**src/rtl/m68k_bus_master.sv**
```systemverilog
// FPGA-side 68000 bus initiator: arbitrates for the bus via BRn/BGn/BGACKn and runs one
// asynchronous read or write word cycle per fabric request.

module m68k_bus_master_sync (
   input  logic clk_i,
   input  logic rst_i,
   input  logic d_i,
   output logic q_o
);
   logic meta_q;
   logic sync_q;

   // Bus control pins idle high, so the synchroniser resets to the negated level.
   always_ff @(posedge clk_i) begin
      if (rst_i) begin
         meta_q <= 1'b1;
         sync_q <= 1'b1;
      end else begin
         meta_q <= d_i;
         sync_q <= meta_q;
      end
   end

   assign q_o = sync_q;
endmodule

module m68k_bus_master #(
   parameter int unsigned TIMEOUT_CYCLES = 256,
   parameter int unsigned HOLD_CYCLES    = 1
) (
   input  logic        clk12,
   input  logic        rst,
   input  logic        req,
   input  logic        req_we,
   input  logic [22:0] req_addr,
   input  logic [1:0]  req_be,
   input  logic [15:0] req_wdata,
   output logic        busy,
   output logic        ack,
   output logic        err,
   output logic [15:0] rdata,
   input  logic        BGn,
   input  logic        ASn_in,
   input  logic        DTACKn_in,
   input  logic        BERRn_in,
   input  logic [15:0] data_in,
   output logic        BRn,
   output logic        BGACKn,
   output logic [22:0] addr_out,
   output logic        addr_oe,
   output logic [15:0] data_out,
   output logic        data_oe,
   output logic        ASn_out,
   output logic        UDSn_out,
   output logic        LDSn_out,
   output logic        R_Wn_out,
   output logic        ctl_oe
);
   localparam int unsigned TW = $clog2(TIMEOUT_CYCLES + 1);
   localparam int unsigned HW = (HOLD_CYCLES > 1) ? $clog2(HOLD_CYCLES) : 1;

   typedef enum logic [2:0] {
      S_IDLE, S_REQ, S_OWN, S_ASSERT, S_DSTRB, S_WAIT, S_NEG, S_REL
   } state_t;

   state_t state_q, state_d;

   logic          bgn_s, asn_s, dtackn_s, berrn_s;
   logic          we_q, we_d;
   logic [22:0]   addr_q, addr_d;
   logic [1:0]    be_q, be_d;
   logic [15:0]   wdata_q, wdata_d;
   logic          busy_q, busy_d;
   logic          ack_q, ack_d;
   logic          err_q, err_d;
   logic [15:0]   rdata_q, rdata_d;
   logic          brn_q, brn_d;
   logic          bgackn_q, bgackn_d;
   logic          addr_oe_q, addr_oe_d;
   logic          data_oe_q, data_oe_d;
   logic          ctl_oe_q, ctl_oe_d;
   logic          asn_q, asn_d;
   logic          udsn_q, udsn_d;
   logic          ldsn_q, ldsn_d;
   logic          rwn_q, rwn_d;
   logic [TW-1:0] tcnt_q, tcnt_d;
   logic [HW-1:0] hcnt_q, hcnt_d;
   logic          wait_exit;

   m68k_bus_master_sync u_sync_bg    (.clk_i(clk12), .rst_i(rst), .d_i(BGn),       .q_o(bgn_s));
   m68k_bus_master_sync u_sync_as    (.clk_i(clk12), .rst_i(rst), .d_i(ASn_in),    .q_o(asn_s));
   m68k_bus_master_sync u_sync_dtack (.clk_i(clk12), .rst_i(rst), .d_i(DTACKn_in), .q_o(dtackn_s));
   m68k_bus_master_sync u_sync_berr  (.clk_i(clk12), .rst_i(rst), .d_i(BERRn_in),  .q_o(berrn_s));

   always_ff @(posedge clk12) begin
      if (rst) begin
         state_q   <= S_IDLE;
         we_q      <= 1'b0;
         addr_q    <= '0;
         be_q      <= '0;
         wdata_q   <= '0;
         busy_q    <= 1'b0;
         ack_q     <= 1'b0;
         err_q     <= 1'b0;
         rdata_q   <= '0;
         brn_q     <= 1'b1;
         bgackn_q  <= 1'b1;
         addr_oe_q <= 1'b0;
         data_oe_q <= 1'b0;
         ctl_oe_q  <= 1'b0;
         asn_q     <= 1'b1;
         udsn_q    <= 1'b1;
         ldsn_q    <= 1'b1;
         rwn_q     <= 1'b1;
         tcnt_q    <= '0;
         hcnt_q    <= '0;
      end else begin
         state_q   <= state_d;
         we_q      <= we_d;
         addr_q    <= addr_d;
         be_q      <= be_d;
         wdata_q   <= wdata_d;
         busy_q    <= busy_d;
         ack_q     <= ack_d;
         err_q     <= err_d;
         rdata_q   <= rdata_d;
         brn_q     <= brn_d;
         bgackn_q  <= bgackn_d;
         addr_oe_q <= addr_oe_d;
         data_oe_q <= data_oe_d;
         ctl_oe_q  <= ctl_oe_d;
         asn_q     <= asn_d;
         udsn_q    <= udsn_d;
         ldsn_q    <= ldsn_d;
         rwn_q     <= rwn_d;
         tcnt_q    <= tcnt_d;
         hcnt_q    <= hcnt_d;
      end
   end

   // Every output register is updated on the transition out of a state, so its new value
   // is visible for the whole of the following state.
   always_comb begin
      state_d   = state_q;
      we_d      = we_q;
      addr_d    = addr_q;
      be_d      = be_q;
      wdata_d   = wdata_q;
      busy_d    = busy_q;
      ack_d     = 1'b0;
      err_d     = err_q;
      rdata_d   = rdata_q;
      brn_d     = brn_q;
      bgackn_d  = bgackn_q;
      addr_oe_d = addr_oe_q;
      data_oe_d = data_oe_q;
      ctl_oe_d  = ctl_oe_q;
      asn_d     = asn_q;
      udsn_d    = udsn_q;
      ldsn_d    = ldsn_q;
      rwn_d     = rwn_q;
      tcnt_d    = tcnt_q;
      hcnt_d    = hcnt_q;
      wait_exit = 1'b0;

      case (state_q)
         S_IDLE: begin
            // ack_q high means this is the completion cycle; a request here must wait.
            if (req && !ack_q) begin
               we_d    = req_we;
               addr_d  = req_addr;
               be_d    = (req_be == 2'b00) ? 2'b11 : req_be;
               wdata_d = req_wdata;
               busy_d  = 1'b1;
               brn_d   = 1'b0;
               state_d = S_REQ;
            end
         end
         S_REQ: begin
            if (!bgn_s && asn_s && dtackn_s) begin
               bgackn_d = 1'b0;
               state_d  = S_OWN;
            end
         end
         S_OWN: begin
            brn_d     = 1'b1;
            addr_oe_d = 1'b1;
            ctl_oe_d  = 1'b1;
            rwn_d     = ~we_q;
            data_oe_d = we_q;
            state_d   = S_ASSERT;
         end
         S_ASSERT: begin
            asn_d  = 1'b0;
            tcnt_d = '0;
            if (we_q) begin
               state_d = S_DSTRB;
            end else begin
               udsn_d  = ~be_q[1];
               ldsn_d  = ~be_q[0];
               state_d = S_WAIT;
            end
         end
         S_DSTRB: begin
            udsn_d  = ~be_q[1];
            ldsn_d  = ~be_q[0];
            state_d = S_WAIT;
         end
         S_WAIT: begin
            tcnt_d = tcnt_q + 1'b1;
            if (!berrn_s) begin
               err_d     = 1'b1;
               wait_exit = 1'b1;
            end else if (!dtackn_s) begin
               err_d     = 1'b0;
               if (!we_q) rdata_d = data_in;
               wait_exit = 1'b1;
            end else if (tcnt_q == TW'(TIMEOUT_CYCLES - 1)) begin
               err_d     = 1'b1;
               wait_exit = 1'b1;
            end
            if (wait_exit) begin
               asn_d   = 1'b1;
               udsn_d  = 1'b1;
               ldsn_d  = 1'b1;
               hcnt_d  = '0;
               state_d = S_NEG;
            end
         end
         S_NEG: begin
            if (hcnt_q == HW'(HOLD_CYCLES - 1)) begin
               state_d = S_REL;
            end else begin
               hcnt_d = hcnt_q + 1'b1;
            end
         end
         S_REL: begin
            if (dtackn_s && berrn_s) begin
               addr_oe_d = 1'b0;
               data_oe_d = 1'b0;
               ctl_oe_d  = 1'b0;
               rwn_d     = 1'b1;
               bgackn_d  = 1'b1;
               ack_d     = 1'b1;
               busy_d    = 1'b0;
               tcnt_d    = '0;
               state_d   = S_IDLE;
            end
         end
         default: state_d = S_IDLE;
      endcase
   end

   assign busy     = busy_q;
   assign ack      = ack_q;
   assign err      = err_q;
   assign rdata    = rdata_q;
   assign BRn      = brn_q;
   assign BGACKn   = bgackn_q;
   assign addr_out = addr_q;
   assign addr_oe  = addr_oe_q;
   assign data_out = wdata_q;
   assign data_oe  = data_oe_q;
   assign ASn_out  = asn_q;
   assign UDSn_out = udsn_q;
   assign LDSn_out = ldsn_q;
   assign R_Wn_out = rwn_q;
   assign ctl_oe   = ctl_oe_q;
endmodule

```
**config.mk**
```make
export PLATFORM = sky130hd
export DESIGN_NAME = m68k_bus_master
export DESIGN_NICKNAME = d
export VERILOG_FILES = /design/src/rtl/m68k_bus_master.sv
export SDC_FILE = /design/constraint.sdc
export NUM_CORES = 1
export LEC_CHECK = 0
export ABC_AREA = 1
export BUFFER_PORTS_ARGS = -buffer_cell sky130_fd_sc_hd__buf_2
export CORE_MARGIN = 4
export CORE_UTILIZATION = 30
export DETAILED_ROUTE_END_ITERATION = 6
export PLACE_DENSITY = 0.64
export SYNTH_ARGS = -nofsm -noshare
export SYNTH_HDL_FRONTEND = slang
export SYNTH_SLANG_ARGS = --single-unit
```
**constraint.sdc**
```tcl
create_clock -name clk12 -period 2.15 [get_ports clk12]
set_input_delay 0.1075 -clock clk12 [delete_from_list [all_inputs] [get_ports clk12]]
set_output_delay 0.1075 -clock clk12 [all_outputs]
set_load 0.01 [all_outputs]
```
Yosys cells after proc, flatten, opt, wreduce, memory -nomap -nowiden --
Index checks and enable logic that the tools add are counted. W data, S select, Z words.
Storage, ports and cells: bits in registers 90, input port bits 65, word-level logic and storage cells 116
Operators by class: $add $sub $neg 2, equality and inequality tests 15, mux-type cells 38, bitwise operators 5, reductions and logical operators 29
Operators with widths (number):
- $pmux W9 S3 | 1
- $pmux W3 S8 | 1
- $mux W1 | 19
- $pmux W1 S2 | 8
- $mux W3 | 5
- $reduce_and A2 Y1 | 7
- $eq A3 B3 Y1 const B | 4
- $ne A2 B2 Y1 const B | 6
- $reduce_bool A2 Y1 | 6
- $add A9 B1 Y9 const B | 1
- $eq A9 B8 Y1 const B | 1
- $mux W9 | 1
- $reduce_and A3 Y1 | 3
- $eq A3 B2 Y1 const B | 2
- $pmux W1 S3 | 2
- $reduce_bool A3 Y1 | 2
- $not A1 Y1 | 5
- $reduce_and A5 Y1 | 1
- $logic_and A1 B1 Y1 | 4
- $reduce_and A4 Y1 | 1
- $eq A3 B1 Y1 const B | 1
- $logic_not A3 Y1 | 1
- $ne A3 B3 Y1 const B | 1
- $logic_not A1 Y1 | 2
- 4 further kinds | 4

Logic depth before layout (Yosys ltp) --
Gate-level depths: netlist of the first run.
word-level depth 7, mapped depth 14, mapped depth without buffers 14

By module --
Synthesis of the first run repeated with hierarchy kept, for this count alone.
Unflattened totals: cell total of the unflattened synthesis 455, area total of the unflattened synthesis 3414.5 um^2
By module, submodules not included:
- m68k_bus_master | instances 1, cells each 427, area each 3179.3 um^2, seq. area each 1621.6 um^2
- m68k_bus_master_sync | instances 4, cells each 7, area each 58.8 um^2, seq. area each 40.0 um^2

Least setup slack after synthesis of the first run --
OpenSTA, ideal clock, no wires.
path type reg2reg, start point reg tcnt_q[0], end point reg ldsn_q, in the netlist LDSn_out, setup time 133 ps, arrival 1426 ps, required time 2017 ps, path slack 592 ps, stages on the path, launching flop included 14, buffers on the path 0, period minus slack after synthesis 1558 ps, path through dfxtp_1 > ha_1 > nand2_1 > inv_1 > nand4_1 > nor2_1 > ha_1 > inv_1 > nand3_1 > nor2_1 > nor2_1 > inv_1 > nand2_1 > nand3_1
On the way: cells in the longest elaborated chain, start to end 7
Ends and longest elaborated chain:
- start: declaration | RTL line 86 | logic [TW-1:0] tcnt_q, tcnt_d;
- start signal: assignment | RTL line 136 | tcnt_q <= tcnt_d;
- $eq A9 B8 Y1 | RTL line 218 | end else if (tcnt_q == TW'(TIMEOUT_CYCLES - 1)) begin
- $mux W1 | RTL line 218
- $mux W1 | RTL line 214 | end else if (!dtackn_s) begin
- $mux W1 | RTL line 211 | if (!berrn_s) begin
- $mux W1 | RTL line 166 | case (state_q)
- $ne A2 B2 Y1 (no source line)
- $reduce_and A3 Y1 (no source line)
- end signal: assignment | RTL line 134 | ldsn_q <= ldsn_d;
- end: declaration | RTL line 84 | logic ldsn_q, ldsn_d;
No other way between the ends. The select of a mux whose other input is x is not followed. A chain may end at the register's enable or synchronous reset.

Final worst setup path of the first run --
start point reg tcnt_q[0], end point reg udsn_q, in the netlist UDSn_out
On the way: cells in the longest elaborated chain, start to end 7
Ends and longest elaborated chain:
- $eq A9 B8 Y1 | RTL line 218
- $mux W1 | RTL line 218
- $mux W1 | RTL line 214
- $mux W1 | RTL line 211
- $mux W1 | RTL line 166
- $ne A2 B2 Y1 (no source line)
- $reduce_and A3 Y1 (no source line)
- end signal: assignment | RTL line 133 | udsn_q <= udsn_d;
- end: declaration | RTL line 83 | logic udsn_q, udsn_d;
No other way between the ends. The select of a mux whose other input is x is not followed.

==> impl_metrics.toml, run 1 <==
[floorplanning]
die-area_sq_um = 13000
core_sq_um = 10900
start_util_pct = 30.9
io_pins = 132
core.rowCount = 38
die_w_um = 114
die_h_um = 114

[routing]
ant_nets = 0
routed-via-count = 3419
wl_um = 9410
wl_per_cell_um = 12.3
vias_per_cell = 4.48
drt_iter0_drc = 168
drc = 0
first_pass_iters = 4

[global_route]
grt_pass1_vias = 3431
grt_usage_pct = 14.9
grt_pass1_wl_um = 15500
grt_max_degree = 45
antenna_found_initial = 1
grt_overflow = 0

[final_layout]
nets = 685
fillerInstances = 1056
diodes = 0
design_area_sq_um = 4970
final_cells = 763
drive_above_1_share_pct = 27.9
area_growth_pct = 46.9

[setup_path]
crit_family = "simple AND/OR/NAND/NOR gates"
required_ps = 2330
path_buf_inv = 3
max_stage_delay_ps = 370
cp_max_fo = 3
crit_slowest_cell = "dfxtp_1"
crit_path_start_kind = "flop"
criticalPathCategory = "flop to flop"
crit_arrival_ps = 1970
path_cells = "ha_1 > nand2_1 > inv_1 > nand4_1 > nor2_1 > ha_1 > inv_1 > nand3_1 > nor2_1 > nor2_1 > inv_1 > nand2_1 > nand3_1"
crit_path_end_kind = "flop"

[placed_design]
dp_hpwl_um = 6370
placed_cells = 701
gp_congestion = 0.778
post_dp_cell_area_sq_um = 4180
port_buffers = 131

[synthesis]
synth_seq_area_share_pct = 52.7
synth_cells = 445
synth_seq_cells = 89
avgSynthCellArea_sq_um = 7.60
synthMuxAreaShare_pct = 0
synth-compound-area-share_pct = 12.9
syn_area_sq_um = 3380
synth_fa_ha_area_share_pct = 0.740
synth_top_family_by_area = "simple AND/OR/NAND/NOR gates"
synthSimpleGateAreaFrac_pct = 27.1
ys_warn_count = 0
syn_nets = 512
synth-xor-area-share_pct = 0
yosys.cell_types.count = 27

[sta]
finalHoldViolCount = 0
final.setup_skew_ps = 12.6
tightest_slew_ps = 831
rsz0062_at_grt = "false"
timing.final.max_slew_violations = 0
fin_crit_ps = 1790
max_slew_margin_pct = 44.5
setup_tns_ps = 0
fin_crit_sh_pct = 83.3
hold_ws_ps = 7.06
fmaxAchievable_ghz = 0.559
setup_viol = 0

[outcome]
status = "finished, final reports clean"

[clocking]
clock_sink_count = 89
insertion_delay_ps = 340
postCtsHoldBufs = 45
clock_path_buffers = 2
ctsResizeCount = 0
post_cts_buffers = 0
cts_buffers = 9
path_clk_slew_ps = 60
h-tree-depth = 3
cts_tree = "built"
clockRootBuffer = "clkbuf_16"

[pwr]
power.density_nw_per_um2 = 1060
p_leak_nw = 2.40
max-vdd-ir-drop_uv = 461

[hold_path]
hold_path.class = "input port to flop"

[flow_run]
cap_violations = 0
==> metrics by stage <==
step	utilization [%]	worst slack [ps]	total power [W]
after detailed placement	38.2	353	0.00356
after global routing	45.4	116	0.00566
after CTS	45.4	344	0.00536
after floorplan	-	592	0.00303
final	45.4	360	0.00529
after global placement	38.2	448	0.00352
==> cell usage in the layout, fill, tap and decap left out, drive strengths merged <==
master | Yosys | final
or2 | 11 | 11
clkinv | 1 | 2
clkbuf | 10 | 10
a211oi | 1 | 1
nor2 | 138 | 138
nand4 | 1 | 1
o31ai | 1 | 1
a21oi | 16 | 16
dfxtp | 89 | 89
inv | 29 | 30
dlygate4sd3 | 0 | 46
o21bai | 2 | 2
o21ai | 62 | 62
ha | 2 | 2
nand2 | 51 | 51
nand3 | 20 | 20
a31oi | 1 | 1
bufinv | 0 | 2
buf | 10 | 136
clkinvlp | 0 | 2
==> synthesized netlist by cell type <==
library cell | n | area share, %
a211oi_1 | 1 | 0.22
a21oi_1 | 16 | 2.4
a31oi_1 | 1 | 0.19
buf_2 | 4 | 0.59
buf_4 | 5 | 1.1
buf_6 | 1 | 0.33
clkbuf_1 | 9 | 1.0
clkbuf_2 | 1 | 0.15
clkinv_2 | 1 | 0.15
dfxtp_1 | 89 | 53
ha_1 | 2 | 0.74
inv_1 | 25 | 2.8
inv_2 | 4 | 0.44
nand2_1 | 50 | 5.5
nand2_2 | 1 | 0.19
nand3_1 | 19 | 2.8
nand3_4 | 1 | 0.52
nand4_1 | 1 | 0.19
nor2_1 | 135 | 15
nor2_2 | 1 | 0.19
nor2_4 | 2 | 0.67
o21ai_0 | 46 | 6.8
o21ai_1 | 15 | 2.2
o21ai_4 | 1 | 0.48
o21bai_1 | 2 | 0.44
o31ai_1 | 1 | 0.22
or2_2 | 11 | 2.0
==> worst paths after layout <==
check / start / endpoint / slack [ps] / cells after the start
worst min register to register: u_sync_berr.meta_q$_SDFF_PP1_ / u_sync_berr.q_o$_SDFF_PP1_ / 410 / 1
worst max register to register: tcnt_q[0]$_SDFFE_PP0P_ / UDSn_out$_SDFFE_PP1P_ / 360 / 13
worst max-delay path: tcnt_q[0]$_SDFFE_PP0P_ / UDSn_out$_SDFFE_PP1P_ / 360 / 13
worst min-delay path: req_addr[5] / addr_out[5]$_SDFFE_PP0P_ / 7 / 3
==> area by class of cell <==
| cell class | instances | area [sq um] | area share [%] |
|---|---|---|---|
| Timing Repair Buffer | 182 | 1190 | 24.0 |
| Clock inverter | 6 | 88.8 | 1.79 |
| Inverter | 30 | 114 | 2.29 |
| Sequential cell | 89 | 1780 | 35.9 |
| Clock buffer | 10 | 239 | 4.81 |
| Tap cell | 140 | 175 | 3.52 |
| Multi-Input combinational cell | 306 | 1380 | 27.8 |
==> worst min-delay path: cells and delay by family <==
kind	cells	cell delay, ps
buf+inv	1	80
simple gates	2	120
==> report_power, final <==
part	leakage (nW)	internal, W	switching [W]
clock network	0.155	0.00105	0.000649
logic	1.51	0.000577	0.000859
registers	0.729	0.00197	0.000184
total	2.40	0.00360	0.00169
==> registers in the layout, indices dropped and copies added, names as in the netlist, 2 cells and up <==
signal and cells:
addr_out 23, data_out 16, rdata 16, tcnt_q 9, state_q 3, be_q 2
==> kinds of logic (layout without fill, tap and decap cells) <==
logic type | after synthesis | after routing
AOI/OAI and AO/OA | 83 | 83
DFF | 89 | 89
buffers and inverters | 50 | 228
and+or+nand+nor | 221 | 221
adders and majority gates | 2 | 2
==> per-layer routing <==
layer / wire, um / GRT usage (%)
met1: 3990 / 16.5
met2: 4530 / 25.5
met3: 565 / 4.81
met4: 300 / 7.60
met5: 12 / 0
(Power assumes the default switching activity.)
==> run 2: changes to the inputs <==
- PLACE_DENSITY: 0.64 -> 0.66
- clock period: 2.15 -> 1.5 ns (I/O delays scaled with it)
==> impl_metrics.toml, run 2 (same netlist as run 1, synthesis figures left out) <==
[floorplanning]
die_w_um = 114
die-area_sq_um = 13000
core.rowCount = 38
io_pins = 132
die_h_um = 114
start_util_pct = 30.9
core_sq_um = 10900

[final_layout]
drive_above_1_share_pct = 32.3
final_cell_mix = "nor2_1 (132), buf_2 (131), dfxtp_1 (84), dlygate4sd3_1 (57), nand2_1 (49)"
largest_reg_flops = 23
area_growth_pct = 55.3
nets = 718
diodes = 0
design_area_sq_um = 5260
final_cells = 796
final_common_cell = "nor2_1"

[sta]
setup_tns_ps = -375
tightest_slew_ps = 349
final.setup_skew_ps = 3.52
setup_viol = 5
finalHoldViolCount = 0
worst_slack_ps = -90.5
fin_crit_ps = 1590
timing.final.max_slew_violations = 0
max_slew_margin_pct = 76.8
rsz0062_at_grt = "true"
fin_crit_sh_pct = 106
fmaxAchievable_ghz = 0.629

[placed_design]
dp_hpwl_um = 6300
placed_cells = 716
port_buffers = 131
gp_congestion = 0.832
post_dp_cell_area_sq_um = 4300

[setup_path]
cp_max_fo = 2
regToRegSetupSlack_ps = -90
path_cells = "ha_4 > nand2_2 > inv_2 > nand4_1 > nor2_1 > ha_2 > inv_2 > nand3_2 > inv_2 > nand2_1 > nand2_1 > nor2_2 > nor2_1 > nor2_1"
crit_path_start_kind = "flop"
worstReg2RegStart = "tcnt_q[1]$_SDFFE_PP0P_"
required_ps = 1770
crit_cells = 14
path_buf_inv = 3
criticalPathCategory = "flop to flop"
crit_arrival_ps = 1860
crit_slowest_cell = "dfxtp_2"
rr_endpoint = "state_q[1]$_SDFFE_PP0P_"
reg2reg_depth = 14
cp-startpoint = "tcnt_q[1]$_SDFFE_PP0P_"
max_stage_delay_ps = 350
crit_family = "simple AND/OR/NAND/NOR gates"
crit_path_end_kind = "flop"

[outcome]
violations = "setup timing"
status = "finished, violations left"

[clocking]
clockRootBuffer = "clkbuf_16"
cts_tree = "built"
insertion_delay_ps = 340
clock_path_buffers = 2
clock_sink_count = 89
path_clk_slew_ps = 60
cts_buffers = 9
h-tree-depth = 3

[routing]
drc = 0
drt_iter0_drc = 141
ant_nets = 0
routed-via-count = 3543
first_pass_iters = 4
wl_per_cell_um = 12.3
wl_um = 9760
vias_per_cell = 4.45

[hold_path]
hold_path.class = "input port to flop"
hold_depth = 3
worstHoldStart = "data_in[13]"
hold_path_end = "rdata[13]$_SDFFE_PP0P_"

[pwr]
max-vdd-ir-drop_uv = 699
p_leak_nw = 2.54
power.total_w = 0.00746
power.density_nw_per_um2 = 1420

[global_route]
grt_overflow = 0
grt_pass1_wl_um = 15800
grt_pass1_vias = 3509
antenna_found_initial = 0
grt_usage_pct = 15.0
grt_max_degree = 39

[flow_run]
cap_violations = 0
## run 2: changes by cell type in the layout (fill, tap and decap cells not counted), sizes merged
cell,before,now
dlygate4sd3,46,57
inv,30,29
clkinv,2,3
clkinvlp,2,0
bufinv,2,1
clkbuf,10,13
buf,136,158
## run 2: through the flow
stage,hold slack [ps],util (%),setup slack [ps]
6_report,12.4,48.1,-90.5
5_1_grt,23.4,48.1,-245
4_1_cts,5.02,47.8,-91.2
3_5_place_dp,265,39.3,-136
3_3_place_gp,261,39.3,-87.5
2_1_floorplan,176,-,-23.6
## run 2: layout make-up
cell class / instances / area (sq um)
fill: 1059 / 5680
multi-input combinational: 306 / 1430
tap: 140 / 175
clock buffer: 13 / 250
timing repair buffer: 215 / 1450
inverter: 30 / 118
sequential: 89 / 1790
clock inverter: 3 / 40.0
## run 2: timing repair
item,in CTS,in global routing
pin swaps,7,11
endpoints found under the hold margin,57,0
resized for setup,8,9
setup endpoints to repair,15,57
setup buffers,6,3
hold buffers,57,0
## run 2: power by group
part	internal (W)	switching (W)
sequential	0.00283	0.000260
combinational	0.000900	0.00125
clock	0.00133	0.000883
total	0.00506	0.00240
## run 2: how the worst max path moves through the flow
stage                     slack [ps]                      end
final                            -90  state_q[1]$_SDFFE_PP0P_
after global routing            -240  state_q[1]$_SDFFE_PP0P_
after CTS                        -90    UDSn_out$_SDFFE_PP1P_
after detailed placement        -140    UDSn_out$_SDFFE_PP1P_
after global placement           -90    LDSn_out$_SDFFE_PP1P_
after floorplan                  -20    LDSn_out$_SDFFE_PP1P_
## run 2: worst min-delay path: cells and delay by family
kind	cells	cell delay, ps
AND/OR/NAND/NOR	1	90
buffers and inverters	1	80
AO/OA/AOI/OAI	1	60
## run 2: layer usage
metal / vias up / wire length, um / global-route usage, % / share of wire [%]
met4: 0 / 228 / 7.52 / 2.3
met5: - / 0 / 0 / 0
met2: 106 / 4800 / 26.2 / 49
met1: 1595 / 4130 / 16.8 / 42
met3: 17 / 594 / 4.28 / 6.1
li1: 1825 / - / - / -
==> run 3: changes to the inputs <==
- PLACE_DENSITY: 0.66 -> 0.64
- clock period: 1.5 -> 1.68 ns (I/O delays scaled with it)
==> impl_metrics.toml, run 3 (same netlist as run 1, synthesis figures left out) <==
[setup_path]
cp_max_fo = 3
criticalPathCategory = "flop to flop"
crit_slowest_cell = "dfxtp_2"
required_ps = 1890
crit_family = "simple AND/OR/NAND/NOR gates"
max_stage_delay_ps = 360
path_buf_inv = 3
crit_path_end_kind = "flop"
cpMostUsedCell = "nor2_2"
crit_path_start_kind = "flop"
path_cells = "ha_4 > nand2_2 > inv_2 > nand4_1 > nor2_2 > ha_2 > inv_2 > nand3_4 > nor2_2 > nor2_2 > inv_1 > nand2_1 > nand3_1"
crit_arrival_ps = 1850

[floorplanning]
core.rowCount = 38
io_pins = 132
die_h_um = 114
die-area_sq_um = 13000
start_util_pct = 30.9
core_sq_um = 10900
die_w_um = 114

[clocking]
clock_path_buffers = 2
cts_buffers = 9
h-tree-depth = 3
clockRootBuffer = "clkbuf_16"
insertion_delay_ps = 340
cts_tree = "built"
path_clk_slew_ps = 70
clock_sink_count = 89

[pwr]
power_frac_seq_pct = 39.6
power_frac_comb_pct = 27.0
pwr-share-clk_pct = 33.4
p_leak_nw = 2.46
switching_share_pct = 31.7
internal_power_w = 0.00474
max-vdd-ir-drop_uv = 1130
power.density_nw_per_um2 = 1350
power_switching_w = 0.00220

[routing]
routed-via-count = 3474
drt_iter0_drc = 202
wl_per_cell_um = 12.5
ant_nets = 0
wl_um = 9700
first_pass_iters = 4
vias_per_cell = 4.48
drc = 0

[global_route]
grt_overflow = 0
grt_pass1_vias = 3546
antenna_found_initial = 1
grt_pass1_wl_um = 16100
grt_usage_pct = 15.2
grt_max_degree = 68

[final_layout]
fillerInstances = 1058
area_growth_pct = 52.5
drive_above_1_share_pct = 30.7
nets = 698
final_cells = 776
diodes = 0
largest_reg_flops = 23
final_cell_mix = "nor2_1 (131), buf_2 (131), dfxtp_1 (86), dlygate4sd3_1 (56)"

[sta]
finalHoldViolCount = 0
setup_tns_ps = 0
final.setup_skew_ps = 7.65
max_slew_margin_pct = 68.2
fmaxAchievable_ghz = 0.613
timing.final.max_slew_violations = 0
rsz0062_at_grt = "true"
setup_viol = 0
tightest_slew_ps = 478
fin_crit_sh_pct = 97.1
fin_crit_ps = 1630

[hold_path]
hold_path.class = "input port to flop"

[placed_design]
dp_hpwl_um = 6230
port_buffers = 131
placed_cells = 701
gp_congestion = 0.774

[flow_run]
cap_violations = 0

[outcome]
status = "finished, final reports clean"
run 3: per-stage QoR:
stage | hold WS (ps) | cell area [sq um] | util (%) | setup WS [ps] | total power, W
after global routing | 34.8 | 5160 | 47.2 | -102 | 0.00742
after global placement | 272 | 4160 | 38.0 | -6.99 | 0.00448
after detailed placement | 271 | 4160 | 38.0 | -80.5 | 0.00453
after floorplan | 185 | 3380 | - | 122 | 0.00388
after CTS | 4.17 | 5070 | 46.4 | 8.67 | 0.00698
final | 20.2 | 5160 | 47.2 | 48.2 | 0.00694
run 3: per-layer routing:
layer	GRT usage (%)	routed length, um	share of wire, %
met3	4.76	645	6.6
met5	0	8	0.082
met4	6.81	237	2.4
met1	17.4	4050	42
met2	26.0	4770	49
run 3: tightest hold or removal path, cell delays in order:
cell	delay, ps
buf_2	70
o21ai_0	80
nor2_1	90
run 3: power groups by stage:
stage | combinational (W) | clock [W] | sequential [W]
2_1_floorplan | 0.000941 | 0 | 0.00294
4_1_cts | 0.00185 | 0.00238 | 0.00275
3_3_place_gp | 0.00170 | 0 | 0.00277
6_report | 0.00188 | 0.00232 | 0.00275
5_1_grt | 0.00213 | 0.00248 | 0.00281
3_5_place_dp | 0.00175 | 0 | 0.00278
run 3: cell type report:
| cell class | instances | area, sq um | share of cell area [%] |
|---|---|---|---|
| Tap cell | 140 | 175 | 3.40 |
| Timing Repair Buffer | 195 | 1290 | 25.1 |
| Inverter | 30 | 120 | 2.33 |
| Multi-Input combinational cell | 306 | 1440 | 27.8 |
| Sequential cell | 89 | 1790 | 34.6 |
| Clock buffer | 9 | 225 | 4.37 |
| Clock inverter | 7 | 124 | 2.40 |
run 3: repair_timing:
| item | in CTS | in global routing |
|---|---|---|
| setup endpoints to repair | 20 | 26 |
| gates resized for setup | 3 | 22 |
| gates cloned | 0 | 0 |
| buffers inserted | 0 | 3 |
| hold endpoints to repair | 56 | 0 |
| pin swaps | 1 | 9 |
| hold buffers | 56 | 0 |
run 3: worst paths after layout:
check | start | endpoint | slack [ps] | cells after the start
max reg2reg | tcnt_q[1]$_SDFFE_PP0P_ | UDSn_out$_SDFFE_PP1P_ | 50 | 13
min reg2reg | u_sync_as.meta_q$_SDFF_PP1_ | u_sync_as.q_o$_SDFF_PP1_ | 410 | 1
min | data_in[1] | rdata[1]$_SDFFE_PP0P_ | 20 | 3
max | tcnt_q[1]$_SDFFE_PP0P_ | UDSn_out$_SDFFE_PP1P_ | 50 | 13
